<file path="src/rtl/gpu_pixel_writer_if.sv">
// Bundles the pixel input stream (valid/ready) and the framebuffer SRAM port (4-phase req/ack).
// master = rasteriser + SRAM side, slave = the pixel writer.
interface gpu_pixel_writer_if #(
  parameter int WIDTH_BITS   = 10,
  parameter int HEIGHT_BITS  = 9,
  parameter int CHANNEL_BITS = 8,
  parameter int ADDR_BITS    = 19
);
  logic                      px_valid;
  logic                      px_ready;
  logic [WIDTH_BITS-1:0]     px_x;
  logic [HEIGHT_BITS-1:0]    px_y;
  logic [CHANNEL_BITS-1:0]   px_r;
  logic [CHANNEL_BITS-1:0]   px_g;
  logic [CHANNEL_BITS-1:0]   px_b;
  logic                      mem_req;
  logic                      mem_ack;
  logic [ADDR_BITS-1:0]      mem_addr;
  logic [3*CHANNEL_BITS-1:0] mem_data;

  modport master (
    output px_valid, px_x, px_y, px_r, px_g, px_b, mem_ack,
    input  px_ready, mem_req, mem_addr, mem_data
  );

  modport slave (
    input  px_valid, px_x, px_y, px_r, px_g, px_b, mem_ack,
    output px_ready, mem_req, mem_addr, mem_data
  );
endinterface

</file>
<file path="src/rtl/gpu_pixel_writer.sv">
// Pixel stream sink: clips off-screen pixels, converts to linear framebuffer addresses,
// buffers them in a small FIFO and drains it to SRAM with a 4-phase req/ack handshake.
module gpu_pixel_writer #(
  parameter int WIDTH        = 640,
  parameter int HEIGHT       = 480,
  parameter int WIDTH_BITS   = 10,
  parameter int HEIGHT_BITS  = 9,
  parameter int CHANNEL_BITS = 8,
  parameter int ADDR_BITS    = 19,
  parameter int FIFO_DEPTH   = 4
) (
  input  logic                clk,
  input  logic                n_rst,
  gpu_pixel_writer_if.slave   bus,
  output logic                idle,
  output logic [15:0]         drop_count
);

  localparam int PTR_BITS  = $clog2(FIFO_DEPTH);
  localparam int CNT_BITS  = PTR_BITS + 1;
  localparam int DATA_BITS = 3 * CHANNEL_BITS;

  localparam logic [31:0]          WIDTH_U  = 32'(WIDTH);
  localparam logic [31:0]          HEIGHT_U = 32'(HEIGHT);
  localparam logic [ADDR_BITS-1:0] WIDTH_A  = ADDR_BITS'(WIDTH);
  localparam logic [CNT_BITS-1:0]  DEPTH_C  = CNT_BITS'(FIFO_DEPTH);

  typedef struct packed {
    logic [ADDR_BITS-1:0] addr;
    logic [DATA_BITS-1:0] data;
  } entry_t;

  typedef enum logic [1:0] {
    ST_IDLE    = 2'd0,
    ST_REQ     = 2'd1,
    ST_RELEASE = 2'd2
  } state_t;

  state_t                state_reg;
  logic                  mem_req_reg;
  logic [ADDR_BITS-1:0]  mem_addr_reg;
  logic [DATA_BITS-1:0]  mem_data_reg;

  logic [PTR_BITS-1:0]   wr_ptr_reg;
  logic [PTR_BITS-1:0]   rd_ptr_reg;
  logic [CNT_BITS-1:0]   count_reg;
  logic [CNT_BITS-1:0]   count_next;
  logic [15:0]           drop_count_reg;
  logic [15:0]           drop_count_next;

  entry_t                fifo_mem [FIFO_DEPTH];

  logic [WIDTH_BITS-1:0]  x_in;
  logic [HEIGHT_BITS-1:0] y_in;
  logic                   fifo_full;
  logic                   fifo_empty;
  logic                   accept;
  logic                   on_screen;
  logic                   push;
  logic                   pop;
  logic                   drop;
  entry_t                 new_entry;
  entry_t                 head_entry;

  assign x_in       = bus.px_x;
  assign y_in       = bus.px_y;
  // full comes from the registered count only, so a same-cycle pop never frees a slot early
  assign fifo_full  = (count_reg == DEPTH_C);
  assign fifo_empty = (count_reg == '0);

  assign accept     = bus.px_valid && !fifo_full;
  assign on_screen  = (32'(x_in) < WIDTH_U) && (32'(y_in) < HEIGHT_U);
  assign push       = accept && on_screen;
  assign drop       = accept && !on_screen;
  assign pop        = (state_reg == ST_REQ) && bus.mem_ack;

  assign new_entry.addr = ADDR_BITS'(y_in) * WIDTH_A + ADDR_BITS'(x_in);
  assign new_entry.data = {bus.px_r, bus.px_g, bus.px_b};
  assign head_entry     = fifo_mem[rd_ptr_reg];

  always_comb begin
    count_next = count_reg;
    case ({push, pop})
      2'b10:   count_next = count_reg + CNT_BITS'(1);
      2'b01:   count_next = count_reg - CNT_BITS'(1);
      default: count_next = count_reg;
    endcase
  end

  always_comb begin
    drop_count_next = drop_count_reg;
    if (drop && (drop_count_reg != 16'hFFFF)) begin
      drop_count_next = drop_count_reg + 16'd1;
    end
  end

  // Storage is not reset: count and pointers alone decide which entries are valid.
  always_ff @(posedge clk) begin
    if (push) begin
      fifo_mem[wr_ptr_reg] <= new_entry;
    end
  end

  always_ff @(posedge clk or negedge n_rst) begin
    if (!n_rst) begin
      wr_ptr_reg     <= '0;
      rd_ptr_reg     <= '0;
      count_reg      <= '0;
      drop_count_reg <= '0;
    end else begin
      if (push) begin
        wr_ptr_reg <= wr_ptr_reg + PTR_BITS'(1);
      end
      if (pop) begin
        rd_ptr_reg <= rd_ptr_reg + PTR_BITS'(1);
      end
      count_reg      <= count_next;
      drop_count_reg <= drop_count_next;
    end
  end

  // Write FSM; mem_addr/mem_data are only reloaded when leaving IDLE.
  always_ff @(posedge clk or negedge n_rst) begin
    if (!n_rst) begin
      state_reg    <= ST_IDLE;
      mem_req_reg  <= 1'b0;
      mem_addr_reg <= '0;
      mem_data_reg <= '0;
    end else begin
      case (state_reg)
        ST_IDLE: begin
          if (!fifo_empty) begin
            mem_addr_reg <= head_entry.addr;
            mem_data_reg <= head_entry.data;
            mem_req_reg  <= 1'b1;
            state_reg    <= ST_REQ;
          end
        end
        ST_REQ: begin
          if (bus.mem_ack) begin
            mem_req_reg <= 1'b0;
            state_reg   <= ST_RELEASE;
          end
        end
        ST_RELEASE: begin
          if (!bus.mem_ack) begin
            state_reg <= ST_IDLE;
          end
        end
        default: begin
          mem_req_reg <= 1'b0;
          state_reg   <= ST_IDLE;
        end
      endcase
    end
  end

  assign bus.px_ready = !fifo_full;
  assign bus.mem_req  = mem_req_reg;
  assign bus.mem_addr = mem_addr_reg;
  assign bus.mem_data = mem_data_reg;
  assign idle         = fifo_empty && (state_reg == ST_IDLE);
  assign drop_count   = drop_count_reg;

endmodule

</file>
<file path="src/flat_wrapper.sv">
// flat-port wrapper written by rule: the top's interface ports become plain ports
module gpu_pixel_writer_flat 
#(
  parameter int WIDTH        = 640,
  parameter int HEIGHT       = 480,
  parameter int WIDTH_BITS   = 10,
  parameter int HEIGHT_BITS  = 9,
  parameter int CHANNEL_BITS = 8,
  parameter int ADDR_BITS    = 19,
  parameter int FIFO_DEPTH   = 4
)
  (clk, n_rst, idle, drop_count, bus_px_valid, bus_px_x, bus_px_y, bus_px_r, bus_px_g, bus_px_b, bus_mem_ack, bus_px_ready, bus_mem_req, bus_mem_addr, bus_mem_data);
  gpu_pixel_writer_if #(.WIDTH_BITS(WIDTH_BITS), .HEIGHT_BITS(HEIGHT_BITS), .CHANNEL_BITS(CHANNEL_BITS), .ADDR_BITS(ADDR_BITS)) bus_i ();
  input  logic clk;
  input  logic n_rst;
  output logic idle;
  output logic [15:0] drop_count;
  input wire logic [$bits(bus_i.px_valid)-1:0] bus_px_valid;
  input wire logic [$bits(bus_i.px_x)-1:0] bus_px_x;
  input wire logic [$bits(bus_i.px_y)-1:0] bus_px_y;
  input wire logic [$bits(bus_i.px_r)-1:0] bus_px_r;
  input wire logic [$bits(bus_i.px_g)-1:0] bus_px_g;
  input wire logic [$bits(bus_i.px_b)-1:0] bus_px_b;
  input wire logic [$bits(bus_i.mem_ack)-1:0] bus_mem_ack;
  output wire logic [$bits(bus_i.px_ready)-1:0] bus_px_ready;
  output wire logic [$bits(bus_i.mem_req)-1:0] bus_mem_req;
  output wire logic [$bits(bus_i.mem_addr)-1:0] bus_mem_addr;
  output wire logic [$bits(bus_i.mem_data)-1:0] bus_mem_data;
  assign bus_i.px_valid = bus_px_valid;
  assign bus_i.px_x = bus_px_x;
  assign bus_i.px_y = bus_px_y;
  assign bus_i.px_r = bus_px_r;
  assign bus_i.px_g = bus_px_g;
  assign bus_i.px_b = bus_px_b;
  assign bus_i.mem_ack = bus_mem_ack;
  assign bus_px_ready = bus_i.px_ready;
  assign bus_mem_req = bus_i.mem_req;
  assign bus_mem_addr = bus_i.mem_addr;
  assign bus_mem_data = bus_i.mem_data;
  gpu_pixel_writer #(.WIDTH(WIDTH), .HEIGHT(HEIGHT), .WIDTH_BITS(WIDTH_BITS), .HEIGHT_BITS(HEIGHT_BITS), .CHANNEL_BITS(CHANNEL_BITS), .ADDR_BITS(ADDR_BITS), .FIFO_DEPTH(FIFO_DEPTH)) u_core (.clk(clk), .n_rst(n_rst), .bus(bus_i), .idle(idle), .drop_count(drop_count));
endmodule
</file>
<file path="config.mk">
export PLATFORM = sky130hd
export DESIGN_NAME = gpu_pixel_writer_flat
export DESIGN_NICKNAME = d
export VERILOG_FILES = /design/src/rtl/gpu_pixel_writer_if.sv /design/src/rtl/gpu_pixel_writer.sv /design/src/flat_wrapper.sv
export SDC_FILE = /design/constraint.sdc
export NUM_CORES = 1
export LEC_CHECK = 0
export BUFFER_PORTS_ARGS = -buffer_cell sky130_fd_sc_hd__buf_2
export CAP_MARGIN = 20
export CORE_UTILIZATION = 40
export CTS_BUF_LIST = sky130_fd_sc_hd__clkbuf_16
export CTS_CLUSTER_SIZE = 30
export DETAILED_ROUTE_END_ITERATION = 16
export PLACE_DENSITY = 0.62
export SKIP_LAST_GASP = 1
export SYNTH_ARGS = -nofsm -noshare
export SYNTH_HDL_FRONTEND = slang
export SYNTH_SLANG_ARGS = --single-unit
</file>
<file path="constraint.sdc">
create_clock -name clk -period 2.71 [get_ports clk]
set_clock_uncertainty 0.15 [all_clocks]
set_input_delay 0.6775 -clock clk [delete_from_list [all_inputs] [get_ports clk]]
set_output_delay 0.6775 -clock clk [all_outputs]
set_load 0.005 [all_outputs]
</file>
## Yosys cells after proc, flatten, opt, wreduce, memory -nomap -nowiden

Memories as Yosys holds them, arrays and structs flattened. A register that Yosys moved wholly into a read port is not among the register bits.
Index checks and enable logic that the tools add are counted.

| cells by class | value |
|---|---|
| add/sub/neg operators | 6 |
| multipliers | 1 |
| divide/modulo/power cells | 0 |
| order comparisons | 2 |
| equal/unequal tests | 9 |
| shifts and indexed selects | 0 |
| mux-type cells | 10 |
| bitwise gates (word level) | 2 |
| reductions and logical operators | 16 |

Operators with widths:

| kind | number |
|---|---|
| $add A19 B10 Y19 | 1 |
| $add A16 B1 Y16 const B | 1 |
| $ne A16 B16 Y1 const B | 1 |
| $mul A9 B3 Y12 const B | 1 |
| $lt A10 B10 Y1 const B | 1 |
| $lt A9 B9 Y1 const B | 1 |
| $logic_and A1 B1 Y1 | 7 |
| $mux W2 | 3 |
| $ne A2 B2 Y1 const B | 3 |
| $pmux W2 S3 | 1 |
| $pmux W3 S2 | 1 |
| $reduce_and A3 Y1 | 2 |
| $add A2 B1 Y2 const B | 2 |
| $eq A2 B1 Y1 const B | 2 |
| $eq A2 B2 Y1 const B | 2 |
| $mux W1 | 4 |
| $add A3 B1 Y3 const B | 1 |
| $eq A3 B3 Y1 const B | 1 |
| $logic_not A1 Y1 | 3 |
| $logic_not A3 Y1 | 1 |
| $pmux W1 S3 | 1 |
| $sub A3 B1 Y3 const B | 1 |
| $logic_not A2 Y1 | 1 |
| $not A1 Y1 | 2 |
| other kinds (2) | 2 |

| storage, ports and cells | value |
|---|---|
| flip-flop bits (word level) | 26 |
| latch bits | 0 |
| RAM bits | 172 |
| bits in read-only memories | 0 |
| input bits | 47 |
| output and inout port bits | 62 |
| word-level logic and storage cells | 53 |
| memories kept | 1 |

Memories:

| name | depth | bits a word | read ports | clocked after Yosys merged registers in | write ports | line | source |
|---|---|---|---|---|---|---|---|
| u_core.fifo_mem | 4 | 43 | 1 | 1 | 1 | gpu_pixel_writer.sv:51 | `entry_t fifo_mem [FIFO_DEPTH];` |

## Logic depth before layout (Yosys ltp)

| depth | value |
|---|---|
| depth after elaboration | 6 |
| gate-level depth with buffers | 11 |
| depth with buffers taken out | 10 |

## Least setup slack after synthesis

Ideal clock, no wire load.

| timing path | value |
|---|---|
| path kind | input to register |
| start | input bus_px_y[1] |
| end | memory u_core.fifo_mem[0][41] (netlist bit) (data pin) |
| setup time | 274 ps |
| data arrival time | 2627 ps |
| required time | 2286 ps |
| setup slack | -341 ps |
| stages on the path | 9 |
| path buffers | 0 |
| path through | ha_1 > ha_1 > fa_1 > a21oi_1 > nor2_1 > a211oi_1 > xnor2_1 > nand4_1 > xor2_1 |

RTL lines:

| item | line | source |
|---|---|---|
| start, declared | flat_wrapper.sv:20 | `input wire logic [$bits(bus_i.px_y)-1:0] bus_px_y;` |
| end, declared | gpu_pixel_writer.sv:51 |  |

## Final worst setup path

| timing path | value |
|---|---|
| start | register u_core.count_reg[0] |
| end | output idle |

| on the way | value |
|---|---|
| cells in the longest elaborated chain, start to end | 2 |

RTL lines:

| item | line | source |
|---|---|---|
| start, declared | gpu_pixel_writer.sv:46 | `logic [CNT_BITS-1:0] count_reg;` |
| start signal, assigned | gpu_pixel_writer.sv:117 | `count_reg <= count_next;` |
| $logic_not A3 Y1 | gpu_pixel_writer.sv:69 | `assign fifo_empty = (count_reg == '0);` |
| $logic_and A1 B1 Y1 | gpu_pixel_writer.sv:162 | `assign idle = fifo_empty && (state_reg == ST_IDLE);` |
| end, declared | flat_wrapper.sv:16 | `output logic idle;` |

No other way between the ends.

==> impl_metrics.py <==
metrics = {
    "status": {
        "status": "finished clean",
    },
    "power_and_ir_drop": {
        "ir_drop_mv": 0.6868,
        "pwr-share-seq_pct": 43.4,
        "internal_power_mw": 8.821,
        "power.share.combinational_pct": 28.4,
        "leakage_nw": 4.567,
        "p_per_area_mw_per_mm2": 1016,
        "clockPowerShare_pct": 28.2,
        "swShare_pct": 27.70,
        "p_sw_mw": 3.379,
    },
    "synthesis": {
        "ys_ff_latch": 241,
        "yosysUniqueCellTypes": 44,
        "syn-cell-area_mm2": 0.009717,
        "synth-seq-area-share_pct": 70.92,
        "synth.avg_cell_area_um2": 19.13,
        "yosys_most_used_dff": "edfxtp_1",
        "ys_warn_count": 0,
        "synth_edf_count": 172,
        "async_reset_ff_share_pct": 28.63,
        "netlist_instances": 508,
        "synth_nets": 581,
    },
    "worst_setup_path": {
        "critPathLaunchType": "register",
        "path_cells": "or3_2, nor3_1, buf_2",
        "worstPathArrival_ns": 1.78,
        "crit_path_end_kind": "output port",
        "cp.required_ns": 1.88,
        "crit_family": "simple AND/OR/NAND/NOR gates",
        "worst-path-max-fanout": 4,
        "slowest_stage": "or3_2",
        "worstSetupPathType": "register to output port",
        "slowest_delay_ns": 0.53,
        "path_buf_inv": 1,
    },
    "placed_design": {
        "placed_area_mm2": 0.01115,
        "placed_cells": 961,
        "port_buffers": 108,
        "preCtsSetupSlack_ns": -0.3770,
        "gpl.final_weighted_congestion": 0.7908,
        "hpwl_mm": 11.99,
    },
    "floorplan": {
        "die_width_um": 157.9,
        "ios": 109,
        "die_area_mm2": 0.02492,
        "start_util_pct": 41.03,
        "row_count": 56,
        "die_y_um": 157.9,
        "core_mm2": 0.02368,
    },
    "global_routing": {
        "antenna_found_initial": 0,
        "grt_usage_pct": 15.36,
        "grt_first_pass_wirelength_mm": 28.85,
        "grt_max_degree": 42,
        "gr-total-overflow": 0,
        "grt_pass1_vias": 5350,
    },
    "routing": {
        "vias": 5075,
        "vias_per_cell": 5.035,
        "finalWirelength_mm": 18.59,
        "drc": 0,
        "dr.first_iter.drc_count": 302,
        "drt-pass1-iter-count": 4,
        "ant_nets": 0,
        "drt-wirelength-per-cell_um": 18.44,
    },
    "cts": {
        "post_cts_buffers": 0,
        "clock_sinks": 241,
        "cts-root-buf": "clkbuf_16",
        "cts_tree": "yes",
        "clk_pin_slew_worst_paths_ns": 0.06,
        "h-tree-depth": 1,
        "cts_buffers": 25,
        "clk_latency_ns": 0.52,
        "cts_buffer_depth": 3,
    },
    "run": {
        "cap_violations": 0,
    },
    "final_layout": {
        "design_area_mm2": 0.01200,
        "drive_gt1_share_pct": 44.12,
        "largest_reg_flops": 172,
        "finalNonFillerCells": 1008,
        "area_growth_pct": 23.51,
        "final_nets": 743,
        "diodes": 0,
    },
    "timing": {
        "rsz0062_at_grt": "no",
        "timing.hold.ws_ns": 0.2144,
        "fin_tns_setup_ns": 0,
        "finalSetupViolCount": 0,
        "finalMaxSlewViolations": 0,
        "hold_viol_final": 0,
        "max_freq_mhz": 383.6,
        "min_period_ns": 2.607,
        "slew-limit-headroom_pct": 65.29,
        "post-route-period-util_pct": 96.21,
        "final.setup.worst_slack_ns": 0.1028,
        "worst_slew_pin_slew_ns": 0.5150,
    },
    "worst_hold_path": {
        "min_path_type": "input pin to register",
    },
}
[worst register-to-register path, stage by stage, from the launching register on]
cell     delay, ns
dfrtp_1       0.42
nor2_2        0.17
nand2_1       0.09
and4_1        0.21
inv_1         0.06
ha_1          0.17
inv_1         0.07
fa_1          0.39
xor2_1        0.16
nor2_1        0.11
xor2_1        0.15
[kinds of logic after synthesis]
kind of cell               Yosys count  share of synthesized area [%]
buffers and inverters               31                          1.416
and+or+nand+nor                     60                          3.386
AOI/OAI and AO/OA                   27                          2.395
DFF                                241                          70.92
adders and majority gates           26                          3.580
muxes                               87                          15.05
xor gates and xnor gates            36                          3.245
[layout by cell type (no fill, tap or decap), drive strengths merged, types with 2 or more instances in the layout]
cell      count
nand4         6
and3          3
clkinvlp      3
a21oi         6
nand2        13
xor2         11
fa            3
mux2         43
edfxtp      172
clkbuf       25
and2          5
xnor2        25
and4          2
mux4         43
nor2b         2
bufinv        4
a21o          3
ha           23
nand3        10
nor3          5
o21ai         7
a211oi        2
nor2         11
clkinv        9
buf         149
inv          21
dfrtp        69
[metal layers]
layer / part of all wire, % / track usage [%] / wire (um) / vias to the layer above
li1: - / - / - / 2307
met1: 41 / 18.67 / 7630 / 2613
met2: 52 / 27.35 / 9580 / 123
met3: 5.2 / 3.039 / 963 / 32
met4: 2.2 / 4.854 / 414 / 0
met5: 0 / 0 / 0 / -
[metrics by stage]
step | utilization (%) | total power [mW]
after floorplan | - | 7.538
after global placement | 47.07 | 8.772
after detailed placement | 47.07 | 8.920
after CTS | 50.68 | 12.40
after global routing | 50.68 | 12.84
final | 50.68 | 12.20
[synth_stat cells (5+ instances only)]
cell type  count  share of area, %
edfxtp_1     172                53
nor2_1         9              0.35
xor2_1        11              0.99
ha_1          23               3.0
a21oi_1        6              0.31
buf_2          5              0.26
o21ai_0        5              0.26
inv_1         16              0.62
nand4_1        5              0.32
mux2_2        43               5.0
dfrtp_1       69                18
nand2_1       13              0.50
nor3_1         5              0.26
mux4_2        43                10
xnor2_1       25               2.3
nand3_1        9              0.46
and2_1         5              0.32
[area by class of cell]
type                       instances  area (um^2)
sequential                       241         6897
multi-input combinational        236         2804
tap                              319        399.1
clock buffer                      25        625.6
clock inverter                    21        217.7
timing repair buffer             150        998.5
fill                            1968        11680
inverter                          16        60.06
[final timing paths]
| check | from | endpoint | slack, ns | cells after the start |
|---|---|---|---|---|
| hold / removal | bus_mem_ack | u_core.state_reg[0] | 0.21 | 2 |
| hold reg to reg | u_core.drop_count[9] | u_core.drop_count[9] | 0.35 | 1 |
| setup reg to reg | u_core.count_reg[0] | u_core.count_reg[2] | 0.48 | 10 |
| min in group asynchronous | n_rst | u_core.bus.mem_data[4] | 0.49 | 2 |
| max in group asynchronous | n_rst | u_core.drop_count[7] | 1.29 | 3 |
| setup / recovery | u_core.count_reg[0] | idle | 0.10 | 3 |
[timing repair]
action,in CTS,in global routing
endpoints found under the setup margin,0,0
hold endpoints to repair,28,0
resized for setup,0,0
hold buffers,1,0
[power groups by stage]
stage	logic (mW)	registers [mW]	clock network, mW
finish	3.47	5.29	3.44
floorplan	2.32	5.22	0
detailed placement	3.54	5.38	0
global placement	3.44	5.33	0
global route	3.77	5.40	3.67
CTS	3.56	5.31	3.53
Power figures use the tool's default switching activity.
